`config.mk`:
```
export PLATFORM = sky130hd
export DESIGN_NAME = trng_keygen_ctrl
export DESIGN_NICKNAME = d
export VERILOG_FILES = /design/src/rtl/trng_pkg.sv /design/src/rtl/trng_key_fifo.sv /design/src/rtl/trng_keygen_ctrl.sv
export SDC_FILE = /design/constraint.sdc
export NUM_CORES = 1
export LEC_CHECK = 0
export CORE_ASPECT_RATIO = 1.75
export CORE_MARGIN = 5
export CORE_UTILIZATION = 55
export CTS_BUF_LIST = sky130_fd_sc_hd__clkbuf_16
export CTS_CLUSTER_SIZE = 40
export DETAILED_ROUTE_END_ITERATION = 8
export PLACE_DENSITY = 0.76
export SLEW_MARGIN = 20
export SYNTH_ARGS = -nofsm -noshare
export SYNTH_HDL_FRONTEND = slang
export SYNTH_HIERARCHICAL = 1
export SYNTH_SLANG_ARGS = --single-unit
```
`constraint.sdc`:
```
create_clock -name clk -period 3.3 [get_ports clk]
set_clock_uncertainty 0.2 [all_clocks]
set_input_delay 0.495 -clock clk [delete_from_list [all_inputs] [get_ports clk]]
set_output_delay 0.495 -clock clk [all_outputs]
set_load 0.03 [all_outputs]
```
`src/rtl/trng_pkg.sv`:
```
// Shared types and width helpers for the TRNG key generation controller.
package trng_pkg;

    typedef enum logic [1:0] {
        ST_IDLE    = 2'd0,
        ST_STARTUP = 2'd1,
        ST_COLLECT = 2'd2,
        ST_FAILED  = 2'd3
    } trng_state_e;

    // Bits needed to hold a count from 0 up to and including n.
    function automatic int cnt_w(input int n);
        return $clog2(n + 1);
    endfunction

endpackage

```
`src/rtl/trng_key_fifo.sv`:
```
// Key buffer: power-of-two depth FIFO with level output, zero-on-pop and synchronous flush.
module trng_key_fifo #(
    parameter int WIDTH = 32,
    parameter int DEPTH = 4
) (
    input  logic                     clk,
    input  logic                     rst_n,
    input  logic                     flush,
    input  logic                     push,
    input  logic [WIDTH-1:0]         wdata,
    input  logic                     pop,
    output logic [WIDTH-1:0]         rdata,
    output logic                     valid,
    output logic                     full,
    output logic [$clog2(DEPTH):0]   level
);
    localparam int PW = $clog2(DEPTH);
    localparam int LW = PW + 1;

    logic [WIDTH-1:0] mem [DEPTH];
    logic [PW-1:0]    wr_ptr;
    logic [PW-1:0]    rd_ptr;
    logic [LW-1:0]    count;
    logic             do_push;
    logic             do_pop;

    assign valid   = (count != '0);
    assign full    = (count == LW'(DEPTH));
    assign do_pop  = pop && valid;
    assign do_push = push && (!full || do_pop);
    assign rdata   = valid ? mem[rd_ptr] : '0;
    assign level   = count;

    // NOTE: the storage array is reset and flushed explicitly so stale key material never lingers.
    always_ff @(posedge clk or negedge rst_n) begin
        if (!rst_n) begin
            for (int i = 0; i < DEPTH; i++) mem[i] <= '0;
            wr_ptr <= '0;
            rd_ptr <= '0;
            count  <= '0;
        end else if (flush) begin
            for (int i = 0; i < DEPTH; i++) mem[i] <= '0;
            wr_ptr <= '0;
            rd_ptr <= '0;
            count  <= '0;
        end else begin
            if (do_pop) begin
                mem[rd_ptr] <= '0;
                rd_ptr      <= rd_ptr + 1'b1;
            end
            // Written after the zeroing so a full-FIFO push/pop on the same slot keeps the new key.
            if (do_push) begin
                mem[wr_ptr] <= wdata;
                wr_ptr      <= wr_ptr + 1'b1;
            end
            case ({do_push, do_pop})
                2'b10:   count <= count + 1'b1;
                2'b01:   count <= count - 1'b1;
                default: count <= count;
            endcase
        end
    end

endmodule

```
`src/rtl/trng_keygen_ctrl.sv`:
```
// TRNG post-processing: RCT/APT health tests, key assembly, key FIFO and interrupt.
// Optional von Neumann debiasing is enabled by defining TRNG_VN_DEBIAS_EN.
module trng_keygen_ctrl
    import trng_pkg::*;
#(
    parameter int KEY_W         = 32,
    parameter int FIFO_DEPTH    = 4,
    parameter int RCT_CUTOFF    = 32,
    parameter int APT_WINDOW    = 512,
    parameter int APT_CUTOFF    = 410,
    parameter int FAIL_THRESH   = 11,
    parameter int STARTUP_WORDS = 2
) (
    input  logic                          clk,
    input  logic                          rst_n,
    input  logic                          enable_i,
    input  logic                          clear_i,
    input  logic                          rnd_bit_i,
    input  logic                          rnd_valid_i,
    output logic                          sample_en_o,
    output logic [KEY_W-1:0]              key_o,
    output logic                          key_valid_o,
    input  logic                          key_ready_i,
    output logic [$clog2(FIFO_DEPTH):0]   fifo_level_o,
    input  logic [$clog2(FIFO_DEPTH):0]   intr_level_i,
    output logic                          error_o,
    output logic                          total_failure_o,
    output logic                          trng_intr_o
);
    localparam int BW  = cnt_w(KEY_W);
    localparam int RW  = cnt_w(RCT_CUTOFF);
    localparam int AW  = $clog2(APT_WINDOW);
    localparam int ACW = cnt_w(APT_WINDOW);
    localparam int FW  = cnt_w(FAIL_THRESH);
    localparam int SW  = cnt_w(STARTUP_WORDS);

    trng_state_e state, next_state;

    logic             fifo_full;
    logic             accept;
    logic             flush;
    logic             push;
    logic [RW-1:0]    rct_cnt, rct_next;
    logic             rct_last, rct_hit;
    logic [AW-1:0]    apt_idx;
    logic [ACW-1:0]   apt_cnt, apt_next;
    logic             apt_ref, apt_first, apt_hit;
    logic             data_valid, data_bit;
    logic [KEY_W-1:0] shift;
    logic [BW-1:0]    bit_cnt;
    logic             word_fail, word_done, word_bad;
    logic [FW-1:0]    fail_cnt;
    logic [SW-1:0]    startup_cnt;

    assign sample_en_o = enable_i && (state == ST_STARTUP || state == ST_COLLECT) && !fifo_full;
    assign accept      = rnd_valid_i && sample_en_o;

    assign rct_next  = (rct_cnt != '0 && rnd_bit_i == rct_last) ? rct_cnt + 1'b1 : RW'(1);
    assign rct_hit   = accept && (rct_next == RW'(RCT_CUTOFF));
    assign apt_first = (apt_idx == '0);
    assign apt_next  = apt_first ? ACW'(1) : apt_cnt + ACW'(rnd_bit_i == apt_ref);
    assign apt_hit   = accept && (apt_next == ACW'(APT_CUTOFF));

`ifdef TRNG_VN_DEBIAS_EN
    logic vn_have, vn_first;

    // Pairs 01/10 yield their first bit; 00/11 are dropped.
    assign data_valid = accept && vn_have && (vn_first != rnd_bit_i);
    assign data_bit   = vn_first;

    always_ff @(posedge clk or negedge rst_n) begin
        if (!rst_n) begin
            vn_have  <= 1'b0;
            vn_first <= 1'b0;
        end else if (flush) begin
            vn_have  <= 1'b0;
            vn_first <= 1'b0;
        end else if (accept) begin
            vn_have <= !vn_have;
            if (!vn_have) vn_first <= rnd_bit_i;
        end
    end
`else
    assign data_valid = accept;
    assign data_bit   = rnd_bit_i;
`endif

    assign word_done = data_valid && (bit_cnt == BW'(KEY_W - 1));
    assign word_bad  = word_fail || rct_hit || apt_hit;
    assign flush     = (next_state == ST_IDLE) || (next_state == ST_FAILED);
    assign push      = word_done && !word_bad && (state == ST_COLLECT) && !flush;

    // NOTE: sequential state uses non-blocking assignments so every register samples pre-edge values.
    always_ff @(posedge clk or negedge rst_n) begin
        if (!rst_n) state <= ST_IDLE;
        else        state <= next_state;
    end

    // NOTE: next_state is defaulted before the case so no path leaves it unassigned (no latch).
    always_comb begin
        next_state = state;
        if (!enable_i) begin
            next_state = ST_IDLE;
        end else begin
            case (state)
                ST_IDLE:    next_state = ST_STARTUP;
                ST_STARTUP: if (word_done) begin
                    if (word_bad)                                 next_state = ST_FAILED;
                    else if (startup_cnt == SW'(STARTUP_WORDS - 1)) next_state = ST_COLLECT;
                end
                ST_COLLECT: if (fail_cnt == FW'(FAIL_THRESH)) next_state = ST_FAILED;
                ST_FAILED:  if (clear_i) next_state = ST_STARTUP;
                default:    next_state = ST_IDLE;
            endcase
        end
    end

    // Health tests run continuously across words and restart only from IDLE.
    always_ff @(posedge clk or negedge rst_n) begin
        if (!rst_n) begin
            rct_cnt  <= '0;
            rct_last <= 1'b0;
            apt_idx  <= '0;
            apt_cnt  <= '0;
            apt_ref  <= 1'b0;
        end else if (state == ST_IDLE) begin
            rct_cnt  <= '0;
            rct_last <= 1'b0;
            apt_idx  <= '0;
            apt_cnt  <= '0;
            apt_ref  <= 1'b0;
        end else if (accept) begin
            rct_last <= rnd_bit_i;
            rct_cnt  <= rct_hit ? RW'(1) : rct_next;
            apt_idx  <= apt_idx + 1'b1;
            apt_cnt  <= apt_next;
            if (apt_first) apt_ref <= rnd_bit_i;
        end
    end

    always_ff @(posedge clk or negedge rst_n) begin
        if (!rst_n) begin
            shift     <= '0;
            bit_cnt   <= '0;
            word_fail <= 1'b0;
        end else if (flush) begin
            shift     <= '0;
            bit_cnt   <= '0;
            word_fail <= 1'b0;
        end else begin
            if (word_done)              word_fail <= 1'b0;
            else if (rct_hit || apt_hit) word_fail <= 1'b1;
            if (data_valid) begin
                shift   <= {shift[KEY_W-2:0], data_bit};
                bit_cnt <= word_done ? '0 : bit_cnt + 1'b1;
            end
        end
    end

    always_ff @(posedge clk or negedge rst_n) begin
        if (!rst_n) begin
            fail_cnt    <= '0;
            startup_cnt <= '0;
        end else begin
            if (state != ST_STARTUP) startup_cnt <= '0;
            if (state == ST_IDLE || state == ST_FAILED) begin
                fail_cnt <= '0;
            end else if (word_done && !flush) begin
                if (word_bad) begin
                    if (fail_cnt != FW'(FAIL_THRESH)) fail_cnt <= fail_cnt + 1'b1;
                end else if (state == ST_STARTUP) begin
                    startup_cnt <= startup_cnt + 1'b1;
                end else begin
                    fail_cnt <= '0;
                end
            end
        end
    end

    always_ff @(posedge clk or negedge rst_n) begin
        if (!rst_n) begin
            error_o     <= 1'b0;
            trng_intr_o <= 1'b0;
        end else begin
            error_o     <= word_done && word_bad;
            trng_intr_o <= ((intr_level_i != '0) && (fifo_level_o >= intr_level_i))
                           || (state == ST_FAILED);
        end
    end

    assign total_failure_o = (state == ST_FAILED);

    trng_key_fifo #(
        .WIDTH (KEY_W),
        .DEPTH (FIFO_DEPTH)
    ) u_fifo (
        .clk   (clk),
        .rst_n (rst_n),
        .flush (flush),
        .push  (push),
        .wdata ({shift[KEY_W-2:0], data_bit}),
        .pop   (key_ready_i),
        .rdata (key_o),
        .valid (key_valid_o),
        .full  (fifo_full),
        .level (fifo_level_o)
    );

endmodule
```
==> reports/qor.csv, run 1 <==
stage,metric,value,unit
status,status,"finished, violations left",
status,violations,setup timing,
sta,fmax,299,MHz
die,die_h,202,um
cts,htree_levels,1,
cells_and_area,fin_util,67.5,%
placement,post-dp-hpwl,19200,um
yosys,ys_seq_area_share,45.6,%
grt,grt_use_total,25.4,%
die,start_util,55.6,%
die,die_area,24100,um2
critical_path,crit_arrival,3.52,ns
detailed_routing,routed_via_density,6.29,
cells_and_area,n_antenna_cell,0,
cells_and_area,fin_nets,1331,
die,die_x,119,um
cts,root_buffer,clkbuf_16,
die,io_pins,50,
yosys,synth.yosys.warnings,6,
cts,clock_path_buffers,3,
grt,grt_start_max_net_pins,81,
yosys,ys.flop_type,dfrtp_1,
critical_path,critPathKind,reg2reg,
cells_and_area,ff_latch_area,5260,um2
yosys,async_flop_share,100,%
yosys,yosysTopAreaCell,dfrtp_1,
placement,port_buffers,49,
sta,worstMarginPinSlew,0.993,ns
critical_path,cp-end-kind,register,
critical_path,rr_worst_depth,14,
grt,antenna_found_initial,0,
detailed_routing,firstDrtPassIters,5,
sta,setup_violations,2,
cells_and_area,multiInputGateArea,5980,um2
sta,hold_ws,0.317,ns
detailed_routing,ant_nets,0,
yosys,syn_nets,1247,
cells_and_area,fillers,1572,
pwr,p_total,0.00533,W
pwr,cellPowerDensity,381,nW/um2
cts,clk_pin_slew,0.06,ns
yosys,synth_top_area_share,45.6,%
detailed_routing,route.vias.total,9826,
critical_path,critical_path_peak_fanout,4,
yosys,synth.distinct_cells,70,
sta,rsz0062_at_grt,true,
grt,grt_overflow,0,
yosys,synth_seq_cells,210,
critical_path,crit_start,apt_ref,
cells_and_area,area_growth,21.4,%
sta,fin_ws,-0.0449,ns
pwr,leakage,5.67,nW
cells_and_area,fin_area,14000,um2
cts,cts_buffers,21,
detailed_routing,drc,0,
yosys,netlist_area,11500,um2
critical_path,cp_data_required_time,3.48,ns
die,core-area,20800,um2
critical_path,timing.critical_path.to,u_fifo/level[1],
yosys,yosys-top-cells-area,"dfrtp_1 (46%), o31ai_1 (8.9%), nand2_1 (7.7%)",
pwr,peakVddDrop,0.357,mV
critical_path,reg2reg_to,u_fifo/level[1],
die,rows,70,
critical_path,start_kind,register,
sta,slew_viol_final,0,
cells_and_area,fin_cells,1562,
yosys,postSynthAreaPerCell,9.52,um2
yosys,syn_inst,1212,
yosys,synth_enable_flop_cells,0,
critical_path,timing.rr.start,apt_ref,
placement,dpl-instance-area,12900,um2
run,maxCapViolations,0,
yosys,synth_common_cells,"nand2_1 (236), dfrtp_1 (210), a21oi_1 (173)",
sta,period_minus_slack,3.34,ns
sta,fin_crit_sh,101,%
placement,place_inst,1511,
cts,cts_tree,built,
placement,gp_congestion,0.843,
sta,maxSlewHeadroom,33.6,%
detailed_routing,drtIter0Drc,799,
cts,clock-sinks,210,
grt,grt_pass1_vias,10000,
critical_path,rrSetupSlack,-0.04,ns
detailed_routing,totalWireLength,31900,um
cells_and_area,drive_gt1_share,22.2,%
grt,grt_pass1_wl,50300,um
yosys,yosysMostFrequentCell,nand2_1,
cts,clock_latency,0.50,ns
min_path,hp-class,reg2reg,
sta,hold_viol,0,
detailed_routing,wl_per_cell,20.4,um
==> layout by cell type (no fill, tap or decap), types with 8 or more instances in the layout <==
cell | Yosys | routed
nand3_1 | 11 | 11
buf_4 | 12 | 111
o21ai_0 | 25 | 23
mux4_2 | 32 | 32
nand2b_1 | 12 | 12
nor2_1 | 39 | 35
inv_1 | 20 | 20
clkbuf_16 | 0 | 25
clkdlybuf4s50_1 | 0 | 26
buf_12 | 1 | 19
nand2_1 | 236 | 233
o31ai_1 | 137 | 137
a21oi_1 | 173 | 159
a21oi_2 | 12 | 26
dfrtp_1 | 210 | 205
and2_1 | 40 | 38
ha_1 | 24 | 21
buf_6 | 5 | 8
nor3_1 | 11 | 11
==> where the power goes <==
group / total [W] / internal (W) / switching, W
registers: 0.00258 / 0.00258 / 0.00000371
logic: 0.000407 / 0.000153 / 0.000254
clock network: 0.00234 / 0.00133 / 0.00102
total: 0.00533 / 0.00406 / 0.00128
==> state kept, by name, indices dropped and copies added (netlist names), 3 cells and up <==
signal        count
u_fifo/mem      128
apt_idx           9
shift            31
u_fifo/level      3
bit_cnt           6
fail_cnt          4
rct_cnt           6
apt_cnt          10
==> logic make-up (layout without fill, tap and decap cells) <==
kind of cell | after synthesis | in the layout | share of synthesized area, %
flip-flops | 210 | 210 | 45.6
XOR/XNOR | 14 | 14 | 1.06
AND/OR/NAND/NOR | 401 | 401 | 16.1
AO/OA/AOI/OAI | 393 | 393 | 22.2
multiplexers | 38 | 38 | 6.78
buffers and inverters | 131 | 229 | 5.49
adder cells (fa/ha/maj) | 25 | 25 | 2.78
==> worst max-delay path, stage by stage, from the launching register on <==
cell and delay, ns:
dfrtp_2 0.44, xnor2_4 0.14, ha_4 0.18, ha_4 0.16
buf_4 0.15, nor2_4 0.13, o2111ai_4 0.14, nor4_4 0.34
nor2_1 0.11, and4b_2 0.28, nor2_4 0.12, fa_2 0.45
o21ai_2 0.08, a211oi_2 0.05, o221a_2 0.26
==> metrics by stage <==
stage               setup TNS [ns]  setup WS, ns
finish                     -0.0637       -0.0449
global route                 -8.85        -0.161
CTS                         -0.116        -0.116
detailed placement          -90.92        -0.728
global placement            -79.82        -0.669
floorplan                    -5.18        -0.272
==> worst min path at each step <==
stage | endpoint | cells after the start | slack, ns | from
4_1_cts | u_fifo/mem[60] | 2 | 0.32 | u_fifo/mem[60]
3_5_place_dp | u_fifo/mem[60] | 2 | 0.31 | u_fifo/mem[60]
5_1_grt | u_fifo/mem[60] | 2 | 0.33 | u_fifo/mem[60]
6_report | u_fifo/mem[61] | 2 | 0.32 | u_fifo/mem[61]
3_3_place_gp | u_fifo/mem[66] | 2 | 0.30 | u_fifo/mem[66]
2_1_floorplan | apt_cnt[0] | 0 | -0.0006 | rst_n
==> routing by layer <==
metal,wire (um),track usage (%),vias to the layer above
met3,2070,3.26,89
met2,17100,47.3,395
met4,1260,11.0,0
met5,0,0,-
met1,11400,28.6,4819
li1,-,-,4523
==> layout make-up <==
cell class	count	area share, %
clock buffer	21	3.75
clock inverter	16	0.992
inverter	20	0.572
multi-input combinational	871	42.7
sequential	210	37.6
tap	252	2.25
timing repair buffer	172	12.2
==> what timing repair did <==
| item | 4_1_cts | 5_1_grt |
|---|---|---|
| gates resized for setup | 5 | 49 |
| hold buffers | 1 | 0 |
| setup buffers | 1 | 6 |
| endpoints found under the hold margin | 64 | 0 |
| cloned | 0 | 6 |
| pin swaps | 3 | 17 |
| setup endpoints to repair | 127 | 149 |
Note: power is estimated with default switching activity, not from simulation.
==> inputs of run 2 (changes only) <==
--- a/config.mk
+++ b/config.mk
@@ -5,6 +5,7 @@
 export SDC_FILE = /design/constraint.sdc
 export NUM_CORES = 1
 export LEC_CHECK = 0
+export CAP_MARGIN = 20
 export CORE_ASPECT_RATIO = 1.75
 export CORE_MARGIN = 5
 export CORE_UTILIZATION = 55
@@ -12,6 +13,7 @@
 export CTS_CLUSTER_SIZE = 40
 export DETAILED_ROUTE_END_ITERATION = 8
 export PLACE_DENSITY = 0.76
+export REMOVE_ABC_BUFFERS = 1
 export SLEW_MARGIN = 20
 export SYNTH_ARGS = -nofsm -noshare
 export SYNTH_HDL_FRONTEND = slang
==> run 2 against run 1 <==
Effect of this change:
- the flow still finishes with violations (setup timing)
- largest power group unchanged
- cell count hardly changed
- first-iteration DRC count is 46% higher
- power is 10% higher
==> reports/qor.csv, run 2 (synthesis gave the netlist of run 1 again) <==
stage,metric,value,unit,change
pwr,cellPowerDensity,368,nW/um2,-3.4%
cts,clk_pin_slew,0.07,ns,about the same
cells_and_area,fin_cells,1561,,-0.064%
critical_path,critPathKind,reg2reg,,
detailed_routing,drtIter0Drc,1164,,+46%
cells_and_area,drive_gt1_share,33.9,%,+12 points
cells_and_area,largest_reg_flops,128,,unchanged
critical_path,cp_data_required_time,3.48,ns,about the same
grt,grt_pass1_vias,10900,,+8.3%
detailed_routing,routed_via_density,7.08,,+13%
pwr,clockPowerShare,43.0,%,-0.9 points
sta,setup_violations,148,,+146
placement,place_inst,1494,,-1.1%
placement,port_buffers,49,,unchanged
cells_and_area,n_antenna_cell,0,,unchanged
sta,maxSlewHeadroom,36.3,%,+2.6 points
run,maxCapViolations,0,,unchanged
pwr,power.internal,0.00440,W,+8.5%
die,die_area,24100,um2,unchanged
die,die_h,202,um,unchanged
cts,clock_path_buffers,3,,unchanged
sta,hold_viol,0,,unchanged
status,status,"finished, violations left",,
die,rows,70,,unchanged
critical_path,cp_cell_sequence,"xnor2_1, ha_2, ha_4, a21bo_1, o21ai_2, a31oi_2, buf_4, or4_4, a21oi_2, a311o_2, clkinv_4, buf_12, clkbuf_16, o31ai_4, a21oi_1",,
cts,htree_levels,1,,unchanged
critical_path,crit_arrival,3.66,ns,+0.14 ns
cells_and_area,final_common_cell,nand2_1,,
cells_and_area,top_register,u_fifo/mem,,
grt,antenna_found_initial,0,,unchanged
cells_and_area,area_growth,38.6,%,
grt,grt_start_max_net_pins,72,,-11%
detailed_routing,route.vias.total,11100,,+13%
cts,cts_tree,built,,
sta,period_minus_slack,3.49,ns,+0.144 ns
detailed_routing,wl_per_cell,26.9,um,+32%
pwr,peakVddDrop,0.336,mV,-5.9%
cells_and_area,fillers,1122,,-29%
sta,worstMarginPinSlew,0.953,ns,-0.0396 ns
detailed_routing,ant_nets,0,,unchanged
placement,pre_cts_ws,-0.875,ns,-0.147 ns
sta,fmax,287,MHz,-4.1%
detailed_routing,drc,0,,unchanged
cells_and_area,reg.largest.list,"u_fifo/mem x128, shift x31, apt_cnt x10",,
pwr,swShare,25.1,%,+1.2 points
detailed_routing,firstDrtPassIters,6,,+1
sta,fin_ws,-0.189,ns,-0.144 ns
cts,clock_latency,0.51,ns,about the same
status,violations,setup timing,,
placement,gp_congestion,0.865,,+2.6%
cts,clock-sinks,210,,unchanged
die,io_pins,50,,unchanged
min_path,hp-class,reg2reg,,
critical_path,critPathMaxStageDelay,0.51,ns,+0.06 ns
sta,slew_viol_final,0,,unchanged
pwr,power_switching,0.00148,W,+16%
cells_and_area,layout_common_cells,"nand2_1 (232), dfrtp_1 (209), a21oi_1 (110)",,
critical_path,cp-end-kind,register,,
grt,grt_pass1_wl,57000,um,+13%
cts,root_buffer,clkbuf_16,,
die,die_x,119,um,unchanged
critical_path,rrSetupSlack,-0.19,ns,-0.14 ns
grt,grt_overflow,0,,unchanged
pwr,leakage,6.12,nW,+8.1%
detailed_routing,totalWireLength,41900,um,+31%
pwr,pwr-share-seq,43.9,%,-4.5 points
cts,cts_buffers,21,,unchanged
critical_path,crit_slowest_cell,or4_4,,
critical_path,start_kind,register,,
sta,fin_crit_sh,106,%,+4.4 points
sta,rsz0062_at_grt,true,,
placement,post-dp-hpwl,18800,um,-1.6%
critical_path,critical_path_peak_fanout,8,,+4
die,core-area,20800,um2,unchanged
cells_and_area,fin_nets,1331,,unchanged
grt,grt_use_total,29.4,%,+4.1 points
die,start_util,55.6,%,unchanged
pwr,power_frac_comb,13.1,%,+5.5 points
-- run 2: layout make-up --
type                            instances  area [um2]  area share [%]
Sequential cell                       210        5260            32.9
Inverter                               20        80.1           0.501
Clock inverter                         15         170            1.06
Tap cell                              252         315            1.97
Timing Repair Buffer                  172        2140            13.4
Multi-Input combinational cell        871        7500            46.9
Clock buffer                           21         526            3.29
-- run 2: final timing paths --
path / startpoint / endpoint / depth (start not counted)
worst max-delay path: apt_ref / u_fifo/mem[127] / 15
worst min-delay path: u_fifo/mem[119] / u_fifo/mem[119] / 2
worst max register to register: apt_ref / u_fifo/mem[127] / 15
worst min register to register: u_fifo/mem[119] / u_fifo/mem[119] / 2
max in group asynchronous: rst_n / u_fifo/mem[116] / 3
min in group asynchronous: rst_n / apt_idx[3] / 2
-- run 2: layer usage --
metal	routed length [um]	global-route usage [%]	part of all wire (%)
met1	13400	32.5	32
met2	20800	51.3	50
met3	3990	4.75	9.5
met4	3690	20.3	8.8
met5	0	0	0
-- run 2: through the flow --
step	power, W	hold WS [ns]	util (%)	area, um2	setup TNS [ns]
after floorplan	0.00283	-0.000591	-	11000	-440.79
after global placement	0.00298	0.304	61.1	12700	-109.32
after detailed placement	0.00299	0.309	61.1	12700	-120.49
after CTS	0.00565	0.316	69.8	14500	-16.62
after global routing	0.00602	0.333	77.0	16000	-42.86
final	0.00588	0.320	77.0	16000	-18.99
-- run 2: worst max-delay path, delay by kind of cell (launching register included) --
family | cells | cell delay [ns]
adder cells (fa/ha/maj) | 2 | 0.41
AO/OA/AOI/OAI | 7 | 1.04
buffers and inverters | 4 | 0.66
AND/OR/NAND/NOR | 1 | 0.51
XOR/XNOR | 1 | 0.15
flip-flops | 1 | 0.40
-- run 2: what timing repair did --
| action | 4_1_cts | 5_1_grt |
|---|---|---|
| pin swaps | 9 | 16 |
| endpoints found under the setup margin | 192 | 192 |
| endpoints found under the hold margin | 68 | 0 |
| buffers inserted | 6 | 6 |
| gates resized for setup | 127 | 242 |
| hold buffers | 1 | 0 |
| cloned | 15 | 8 |
-- run 2: power by group through the flow --
stage               logic [W]  clock network [W]  registers (W)
detailed placement   0.000360                  0        0.00263
global placement     0.000355                  0        0.00263
CTS                  0.000563            0.00251        0.00258
global route         0.000800            0.00264        0.00258
floorplan            0.000199                  0        0.00263
finish               0.000769            0.00253        0.00258
==> inputs of run 3 (changes only) <==
--- a/config.mk
+++ b/config.mk
@@ -12,6 +12,7 @@
 export CTS_BUF_LIST = sky130_fd_sc_hd__clkbuf_16
 export CTS_CLUSTER_SIZE = 40
 export DETAILED_ROUTE_END_ITERATION = 8
+export GPL_ROUTABILITY_DRIVEN = 0
 export PLACE_DENSITY = 0.76
 export REMOVE_ABC_BUFFERS = 1
 export SLEW_MARGIN = 20
==> results of run 3 <==
Final layout, timing and power as in run 2 (identical DEF).
